<file path="config.mk">
export PLATFORM = sky130hd
export DESIGN_NAME = reqack_rx_fifo
export DESIGN_NICKNAME = d
export VERILOG_FILES = /design/src/rtl/reqack_rx_fifo.sv
export SDC_FILE = /design/constraint.sdc
export NUM_CORES = 1
export LEC_CHECK = 0
export CELL_PAD_IN_SITES_DETAIL_PLACEMENT = 1
export CELL_PAD_IN_SITES_GLOBAL_PLACEMENT = 1
export CORE_UTILIZATION = 45
export CTS_CLUSTER_SIZE = 28
export DETAILED_ROUTE_END_ITERATION = 12
export DONT_BUFFER_PORTS = 1
export GPL_TIMING_DRIVEN = 0
export PLACE_DENSITY_LB_ADDON = 0.12
export SLEW_MARGIN = 20
export SYNTH_ARGS = -nofsm -noshare
export SYNTH_HDL_FRONTEND = slang
export SYNTH_SLANG_ARGS = --single-unit
</file>
<file path="constraint.sdc">
create_clock -name clk -period 4.35 [get_ports clk]
set_clock_uncertainty 0.2 [all_clocks]
set_input_delay 0.87 -clock clk [delete_from_list [all_inputs] [get_ports clk]]
set_output_delay 0.87 -clock clk [all_outputs]
set_load 0.05 [all_outputs]
</file>
<file path="src/rtl/reqack_rx_fifo.sv">
// Four-phase req/ack receiver that buffers each accepted word in a DEPTH-entry FIFO
// and presents the head of the FIFO on a valid/ready streaming port.
//
//   state    | meaning
//   ---------+-----------------------------------------------------------
//   IDLE     | ack=0, waiting for req with en=1 and space in the FIFO
//   WAIT_LOW | ack=1, word already stored, waiting for req to drop
module reqack_rx_fifo #(
    parameter int WIDTH = 8,
    parameter int DEPTH = 4
) (
    input  logic                     clk,
    input  logic                     rst,
    input  logic                     en,
    input  logic                     req,
    input  logic [WIDTH-1:0]         data_in,
    output logic                     ack,
    output logic                     m_valid,
    input  logic                     m_ready,
    output logic [WIDTH-1:0]         m_data,
    output logic [$clog2(DEPTH):0]   count
);

    localparam int PW = $clog2(DEPTH);
    localparam int CW = PW + 1;

    typedef enum logic {
        IDLE     = 1'b0,
        WAIT_LOW = 1'b1
    } state_t;

    state_t           state;
    state_t           state_nxt;
    logic [WIDTH-1:0] mem [DEPTH];
    logic [PW-1:0]    wr_ptr;
    logic [PW-1:0]    rd_ptr;
    logic             full;
    logic             push;
    logic             pop;

    // Full check uses the pre-edge count, so a pop never frees a slot in the same cycle.
    assign full = (count == CW'(DEPTH));
    assign push = (state == IDLE) && req && en && !full;
    assign pop  = m_valid && m_ready;

    always_ff @(posedge clk) begin
        if (rst) begin
            state <= IDLE;
        end else begin
            state <= state_nxt;
        end
    end

    always_comb begin
        state_nxt = state;
        case (state)
            IDLE:     if (push) state_nxt = WAIT_LOW;
            WAIT_LOW: if (!req) state_nxt = IDLE;
            default:  state_nxt = IDLE;
        endcase
    end

    always_comb begin
        ack     = (state == WAIT_LOW);
        m_valid = (count != '0);
        m_data  = m_valid ? mem[rd_ptr] : '0;
    end

    always_ff @(posedge clk) begin
        if (rst) begin
            wr_ptr <= '0;
            rd_ptr <= '0;
            count  <= '0;
        end else begin
            if (push) wr_ptr <= wr_ptr + PW'(1);
            if (pop)  rd_ptr <= rd_ptr + PW'(1);
            case ({push, pop})
                2'b10:   count <= count + CW'(1);
                2'b01:   count <= count - CW'(1);
                default: count <= count;
            endcase
        end
    end

    always_ff @(posedge clk) begin
        if (!rst && push) mem[wr_ptr] <= data_in;
    end

endmodule

</file>
==> flow_metrics.py, run 1 <==
metrics = {
    "detailed_routing": {
        "drt-initial-drc-count": 48,
        "dr.pass1.iters": 3,
        "viasPerCell": 5.28,
        "wl_um": 2930,
        "antenna_left": 0,
        "vias": 872,
        "remaining_drc_errors": 0,
        "wl_per_cell_um": 17.8,
    },
    "cts": {
        "clockBufferDepth": 2,
        "clock_latency_ns": 0.29,
        "htreeDepth": 2,
        "cts_buffers": 5,
        "clkSlewWorstSetupHoldPaths_ns": 0.08,
        "cts_resized": 0,
        "cts_tree": "done",
        "clockRootBuffer": "clkbuf_8",
        "postCtsSetupRepairBufs": 0,
        "cts.sinks": 42,
        "holdBufCountCts": 0,
    },
    "grt": {
        "grt_max_degree": 14,
        "grt_use_total_pct": 16.7,
        "overflow": 0,
        "grt_pass1_wl_um": 4770,
        "antenna_found_initial": 0,
        "grt_pass1_vias": 941,
    },
    "synth": {
        "async_flop_share_pct": 0,
        "ys_ff_latch": 42,
        "synth.cell_area_mm2": 0.00176,
        "synthDominantAreaCellType": "edfxtp_1",
        "synth-edff-count": 32,
        "ys_seq_area_share_pct": 66.1,
        "ys_types": 24,
        "synthFlopType": "edfxtp_1",
        "synth_cells": 109,
        "yosysWarningCount": 0,
        "avgSynthCellArea_um2": 16.1,
        "synth_top_area_share_pct": 54.7,
        "synth_area_leaders": "edfxtp_1, dfxtp_1, mux4_2",
        "synth_nets": 128,
    },
    "setup_path": {
        "cp_max_fo": 10,
        "critPathLaunchType": "register",
        "critical_path_class": "register to output port",
        "required_ns": 3.28,
        "crit_path_end_kind": "output port",
        "r2r_slack_ns": 1.67,
        "crit_arrival_ns": 2.23,
    },
    "sta": {
        "rsz0062_at_grt": "no",
        "final_max_slew_viol_count": 0,
        "finalCritPeriodShare_pct": 75.9,
        "tightestPinTransition_ns": 0.972,
        "setup_violations": 0,
        "hold_violations": 0,
        "max_slew_margin_pct": 35.1,
        "tns_ns": 0,
        "timing.fmax_ghz": 0.303,
        "period_minus_slack_ns": 3.30,
    },
    "placement": {
        "numPortBuffers": 0,
        "place_inst": 157,
        "dp_hpwl_um": 2050,
        "place.gp.congestion": 0.750,
    },
    "floorplan": {
        "rows": 22,
        "core_area_mm2": 0.00372,
        "chipHeight_um": 64.5,
        "die_x_um": 64.5,
        "dieArea_mm2": 0.00416,
        "ios": 26,
        "start_util_pct": 47.3,
    },
    "pwr": {
        "clockPowerShare_pct": 24.2,
        "netSwitchingFraction_pct": 39.5,
        "p_leak_nw": 0.629,
        "peakVddDrop_uv": 240,
        "pwr-share-comb_pct": 32.9,
        "p_per_area_mw_per_mm2": 632,
        "p_seq_share_pct": 42.9,
        "netSwitchingPower_mw": 0.481,
        "intPower_mw": 0.736,
    },
    "min_path": {
        "worst_hold_path_type": "register to register",
    },
    "job": {
        "cap_violations": 0,
    },
    "cells_and_area": {
        "nets": 135,
        "antenna_cells": 0,
        "synthToLayoutAreaGrowth_pct": 9.62,
        "fillers": 371,
        "post-route-util_pct": 51.8,
        "stdcell_count": 165,
        "drive_gt1_share_pct": 22.2,
    },
    "status": {
        "status": "complete, no violations",
    },
}
-- cell usage in the layout, fill, tap and decap left out, types with 2 or more instances in the layout --
cell type,count
edfxtp_1,32
dfxtp_1,10
mux4_2,8
nor2b_1,8
inv_1,7
nor2_1,7
ha_1,5
clkbuf_8,5
nor3b_2,4
a21oi_1,4
nand2_1,3
xor2_1,3
buf_2,2
clkbuf_1,2
o21ai_0,2
or3_1,2
nand2b_1,2
clkinv_2,2
-- per-stage QoR --
stage               worst slack, ns  instance area, um^2  power (mW)  hold WS, ns
detailed placement             1.34                 1820       0.937        0.290
global route                  0.947                 1930        1.28        0.371
global placement               1.39                 1820       0.923        0.278
floorplan                      1.54                 1760       0.880        0.259
CTS                            1.01                 1930        1.24        0.306
finish                         1.05                 1930        1.22        0.305
-- synth_stat cells, drive strengths merged (2+ instances only) --
cell,instances
a21oi,4
buf,2
clkbuf,2
dfxtp,10
edfxtp,32
ha,5
inv,8
mux4,8
nand2,3
nand2b,2
nor2,8
nor2b,8
nor3b,4
o21ai,2
or3,2
xor2,3
-- sequential cells by signal, summed over array words and instances (netlist names), named ones only --
| name | count |
|---|---|
| wr_ptr | 2 |
| ack | 1 |
| mem | 32 |
| count | 3 |
| rd_ptr | 2 |
-- layer usage --
metal	part of all wire, %	vias up	GRT usage (%)
met5	0	-	0
met4	1.7	0	6.67
met3	5.4	6	6.87
met2	50	25	26.3
met1	43	435	20.3
li1	-	406	-
-- final timing paths --
kind,to,start,cells past startpoint
hold / removal,rd_ptr[1],rd_ptr[1],2
hold reg to reg,rd_ptr[1],rd_ptr[1],2
setup reg to reg,count[1],count[0],9
setup / recovery,m_data[3],count[2],3
-- cell families (layout without fill, tap and decap cells) --
family	Yosys count	in the layout	synth area share (%)
AO/OA/AOI/OAI	8	8	3.28
XOR/XNOR	3	3	1.50
adder cells (fa/ha/maj)	6	6	4.70
buffers and inverters	12	20	2.85
flip-flops	42	42	66.1
multiplexers	10	10	11.7
AND/OR/NAND/NOR	28	28	9.90
-- worst max-delay path: stages (launching register included) --
cell,delay [ns]
dfxtp_1,0.77
nor3_1,0.17
buf_2,0.23
nor2b_1,0.77
-- final cells by class --
class / count / area, um^2 / share of cell area, %
clock inverter: 3 / 40.0 / 2.08
inverter: 8 / 32.5 / 1.69
buffer: 4 / 17.5 / 0.910
multi-input combinational: 55 / 546 / 28.3
sequential: 42 / 1160 / 60.3
tap: 48 / 60.1 / 3.12
clock buffer: 5 / 68.8 / 3.57
-- power groups by stage --
| stage | combinational, mW | sequential [mW] | clock (mW) |
|---|---|---|---|
| 2_1_floorplan | 0.357 | 0.524 | 0 |
| 3_3_place_gp | 0.394 | 0.529 | 0 |
| 3_5_place_dp | 0.406 | 0.531 | 0 |
| 4_1_cts | 0.408 | 0.523 | 0.304 |
| 5_1_grt | 0.432 | 0.526 | 0.319 |
| 6_report | 0.400 | 0.522 | 0.295 |
(Power assumes the default switching activity.)
==> run 2, diff against run 1 <==
Clock period 4.35 ns to 2.8 ns, I/O delays scaled along.
==> flow_metrics.py, run 2 (synthesized netlist as in run 1, its figures left out) <==
metrics = {
    "status": {
        "status": "complete, no violations",
    },
    "cts": {
        "htreeDepth": 2,
        "clock_latency_ns": 0.29,
        "cts_tree": "done",
        "holdBufCountCts": 0,
        "postCtsSetupRepairBufs": 0,
        "cts_resized": 3,
        "cts.sinks": 42,
        "cts_buffers": 5,
        "clockRootBuffer": "clkbuf_8",
        "clockBufferDepth": 2,
        "clkSlewWorstSetupHoldPaths_ns": 0.08,
    },
    "cells_and_area": {
        "largest_reg_flops": 32,
        "drive_gt1_share_pct": 30.8,
        "design_area_mm2": 0.00195,
        "nets": 135,
        "final_common_cell": "edfxtp_1",
        "top_register": "mem",
        "antenna_cells": 0,
        "stdcell_count": 165,
        "synthToLayoutAreaGrowth_pct": 10.9,
        "reg_top3": "mem: 32 flops, count: 3 flops",
        "post-route-util_pct": 52.4,
        "final_cell_mix": "edfxtp_1, mux4_2, nor2b_2, dfxtp_1",
    },
    "sta": {
        "max_slew_margin_pct": 47.2,
        "hold_violations": 0,
        "tightestPinTransition_ns": 0.789,
        "setup_violations": 0,
        "tns_ns": 0,
        "period_minus_slack_ns": 2.70,
        "final_max_slew_viol_count": 0,
        "rsz0062_at_grt": "no",
        "timing.fmax_ghz": 0.370,
        "finalCritPeriodShare_pct": 96.5,
    },
    "setup_path": {
        "critical_path_class": "register to output port",
        "worstSetupPathDepth": 3,
        "crit_arrival_ns": 1.94,
        "crit_path_end_kind": "output port",
        "max_stage_delay_ns": 0.75,
        "critPathLaunchType": "register",
        "path_cells": "nor3_1 -> buf_2 -> nor2b_2",
        "cp_slowest_cell": "dfxtp_1",
        "critPathBufInv": 1,
        "critPathTopFamily": "flip-flops",
        "r2r_cells": 9,
        "required_ns": 2.04,
        "cp_max_fo": 10,
    },
    "grt": {
        "grt_pass1_vias": 944,
        "grt_use_total_pct": 17.0,
        "overflow": 0,
        "grt_pass1_wl_um": 4860,
        "grt_max_degree": 14,
        "antenna_found_initial": 0,
    },
    "floorplan": {
        "chipHeight_um": 64.5,
        "dieArea_mm2": 0.00416,
        "rows": 22,
        "start_util_pct": 47.3,
        "core_area_mm2": 0.00372,
        "ios": 26,
        "die_x_um": 64.5,
    },
    "pwr": {
        "peakVddDrop_uv": 372,
        "p_per_area_mw_per_mm2": 992,
        "p_leak_nw": 0.638,
    },
    "placement": {
        "dpl-instance-area_mm2": 0.00182,
        "place_inst": 157,
        "dp_hpwl_um": 2050,
        "place.gp.congestion": 0.750,
        "numPortBuffers": 0,
    },
    "detailed_routing": {
        "dr_wl_met2_um": 1490,
        "maxUsedRoutingLayer": "met4",
        "dr.pass1.iters": 3,
        "viasPerCell": 5.31,
        "wl_um": 2980,
        "wl_per_cell_um": 18.1,
        "remaining_drc_errors": 0,
        "drt-initial-drc-count": 41,
        "antenna_left": 0,
        "wl_met3_um": 154,
        "vias": 876,
        "m1WireLength_um": 1280,
    },
    "min_path": {
        "worst_hold_path_type": "primary input to register",
        "hold_depth": 0,
    },
    "job": {
        "cap_violations": 0,
    },
}
==> run 2: changes by cell type in the layout (fill, tap and decap cells not counted) <==
cell / before / now
dfxtp_2: 0 / 2
nor2b_1: 8 / 0
nor2b_2: 0 / 8
dfxtp_1: 10 / 8
==> run 2: report_power, final <==
| part | total [mW] | leakage, nW | internal (mW) | switching (mW) |
|---|---|---|---|---|
| Sequential | 0.813 | 0.371 | 0.715 | 0.0982 |
| Clock | 0.459 | 0.0579 | 0.262 | 0.197 |
| Combinational | 0.659 | 0.209 | 0.186 | 0.474 |
==> run 2: area by class of cell <==
| class | count | area (um^2) |
|---|---|---|
| multi-input combinational | 55 | 566 |
| clock inverter | 3 | 40.0 |
| buffer | 4 | 17.5 |
| inverter | 8 | 32.5 |
| clock buffer | 5 | 68.8 |
| tap | 48 | 60.1 |
| fill | 369 | 1770 |
| sequential | 42 | 1160 |
==> run 2: layer usage <==
metal	up-vias	track usage [%]
met5	-	0
met4	0	6.67
met3	6	6.87
met2	25	27.4
met1	439	20.3
li1	406	-
==> run 2: worst paths after layout <==
| path | endpoint | from | slack (ns) |
|---|---|---|---|
| max reg2reg | count[1] | count[1] | 0.17 |
| max | m_data[5] | count[1] | 0.1 |
| min reg2reg | rd_ptr[1] | rd_ptr[1] | 0.30 |
| min | mem[1][3] | data_in[3] | 0.16 |
==> run 2: stage by stage <==
stage | total power, mW | setup WS, ns | hold WS, ns
global placement | 1.43 | 0.146 | 0.278
CTS | 1.93 | -0.209 | 0.146
global route | 2.02 | 0.0229 | 0.136
floorplan | 1.37 | 0.300 | 0.259
detailed placement | 1.46 | 0.104 | 0.290
finish | 1.93 | 0.0976 | 0.158
==> run 3, diff against run 2 <==
Settings changed: CORE_MARGIN set to 5, MAX_ROUTING_LAYER set to met4.
==> flow_metrics.py, run 3 (synthesized netlist as in run 1, its figures left out) <==
metrics = {
    "detailed_routing": {
        "wl_per_cell_um": 16.9,
        "antenna_left": 0,
        "viasPerCell": 5.16,
        "drt-initial-drc-count": 38,
        "dr.pass1.iters": 4,
        "remaining_drc_errors": 0,
        "wl_um": 2780,
        "vias": 852,
    },
    "pwr": {
        "peakVddDrop_uv": 454,
        "p_leak_nw": 0.633,
        "p_per_area_mw_per_mm2": 978,
    },
    "sta": {
        "hold_violations": 0,
        "period_minus_slack_ns": 2.65,
        "final_max_slew_viol_count": 0,
        "finalCritPeriodShare_pct": 94.6,
        "setup_violations": 0,
        "rsz0062_at_grt": "no",
        "fin_ws_ns": 0.150,
        "tightestPinTransition_ns": 0.726,
        "timing.hold.ws_ns": 0.168,
        "timing.fmax_ghz": 0.377,
        "max_slew_margin_pct": 51.4,
    },
    "cts": {
        "clockBufferDepth": 2,
        "cts.sinks": 42,
        "cts_tree": "done",
        "htreeDepth": 2,
        "clkSlewWorstSetupHoldPaths_ns": 0.08,
        "clockRootBuffer": "clkbuf_8",
        "clock_latency_ns": 0.28,
        "postCtsSetupRepairBufs": 0,
        "cts_buffers": 5,
    },
    "cells_and_area": {
        "final_cell_mix": "edfxtp_1, mux4_2, nor2b_2, dfxtp_1",
        "largest_reg_flops": 32,
        "fillers": 359,
        "register_area_mm2": 0.00116,
        "multi_input_area_um2": 566,
        "design_area_mm2": 0.00195,
        "top_register": "mem",
        "drive_gt1_share_pct": 29.1,
        "synthToLayoutAreaGrowth_pct": 10.8,
        "nets": 135,
        "final_common_cell": "edfxtp_1",
        "antenna_cells": 0,
        "reg_top3": "mem: 32 flops, count: 3 flops",
    },
    "placement": {
        "dpl-instance-area_mm2": 0.00182,
        "place_ws_ns": 0.110,
        "place.gp.congestion": 0.745,
        "dp_hpwl_um": 2010,
        "numPortBuffers": 0,
    },
    "floorplan": {
        "ios": 26,
        "dieArea_mm2": 0.00525,
        "rows": 22,
        "die_x_um": 72.5,
        "chipHeight_um": 72.5,
        "start_util_pct": 47.3,
        "core_area_mm2": 0.00372,
    },
    "grt": {
        "antenna_found_initial": 0,
        "overflow": 0,
        "grt_pass1_vias": 894,
        "grt_max_degree": 14,
        "grt_use_total_pct": 12.2,
        "grt_pass1_wl_um": 4590,
    },
    "setup_path": {
        "critPathTopFamily": "flip-flops",
        "crit_arrival_ns": 1.89,
        "path_cells": "nor3_1 -> buf_2 -> nor2b_2",
        "max_stage_delay_ns": 0.75,
        "critPathBufInv": 1,
        "cp_max_fo": 10,
        "crit_path_end_kind": "output port",
        "required_ns": 2.04,
        "cp_slowest_cell": "dfxtp_1",
        "critPathLaunchType": "register",
        "critical_path_class": "register to output port",
    },
    "min_path": {
        "worst_hold_path_type": "primary input to register",
    },
    "job": {
        "cap_violations": 0,
    },
    "status": {
        "status": "complete, no violations",
    },
}
-- run 3: cell count changes in the layout (fill, tap and decap cells not counted) --
cell,previous run,this run
clkinv_2,2,0
clkbuf_1,2,3
clkinv_1,0,1
-- run 3: path summary, 6_finish.rpt --
path                                  from   endpoint  slack (ns)  depth (start not counted)
worst max-delay path              count[1]  m_data[7]        0.15                          3
worst min-delay path            data_in[4]  mem[2][4]        0.17                          0
worst max register to register    count[1]   count[2]        0.17                          9
worst min register to register   rd_ptr[1]   register        0.30                          2
-- run 3: routing by layer --
layer	track usage, %	vias up	share of wire [%]	wire [um]
met5	-	-	0	0
met4	4.92	0	1.1	31
met3	4.16	4	5.9	165
met2	18.7	18	49	1370
met1	14.7	421	44	1220
li1	-	409	-	-
-- run 3: what timing repair did --
action | 4_1_cts | 5_1_grt
hold endpoints to repair | 0 | 0
hold buffers | 0 | 0
resized for setup | 0 | 10
gates cloned | 0 | 0
setup endpoints to repair | 8 | 8
-- run 3: final cells by class --
class / count / share of cell area, %
sequential: 42 / 59.8
multi-input combinational: 55 / 29.1
clock buffer: 6 / 3.73
tap: 48 / 3.09
clock inverter: 2 / 1.74
inverter: 8 / 1.67
buffer: 4 / 0.900
-- run 3: through the flow --
step / total power [mW] / utilization (%) / instances / TNS (ns)
CTS: 1.90 / 51.8 / 165 / -1.60
detailed placement: 1.45 / 48.9 / 157 / 0
finish: 1.90 / 52.4 / 165 / 0
global placement: 1.44 / 48.9 / 157 / 0
global route: 2.01 / 52.4 / 165 / 0
floorplan: 1.37 / - / 109 / 0
-- run 3: where the power goes --
group / leakage [nW] / switching, mW / internal (mW)
combinational: 0.209 / 0.460 / 0.184
clock: 0.0528 / 0.185 / 0.263
sequential: 0.371 / 0.0967 / 0.715
-- run 3: worst reg2reg max path, cell delays in order, from the launching register on --
cell and delay (ns):
dfxtp_1 0.75, nor2_2 0.11, a211oi_4 0.39, inv_4 0.10
ha_1 0.25, inv_1 0.08, fa_1 0.17, xor2_1 0.07
or3_1 0.30, a21oi_1 0.14
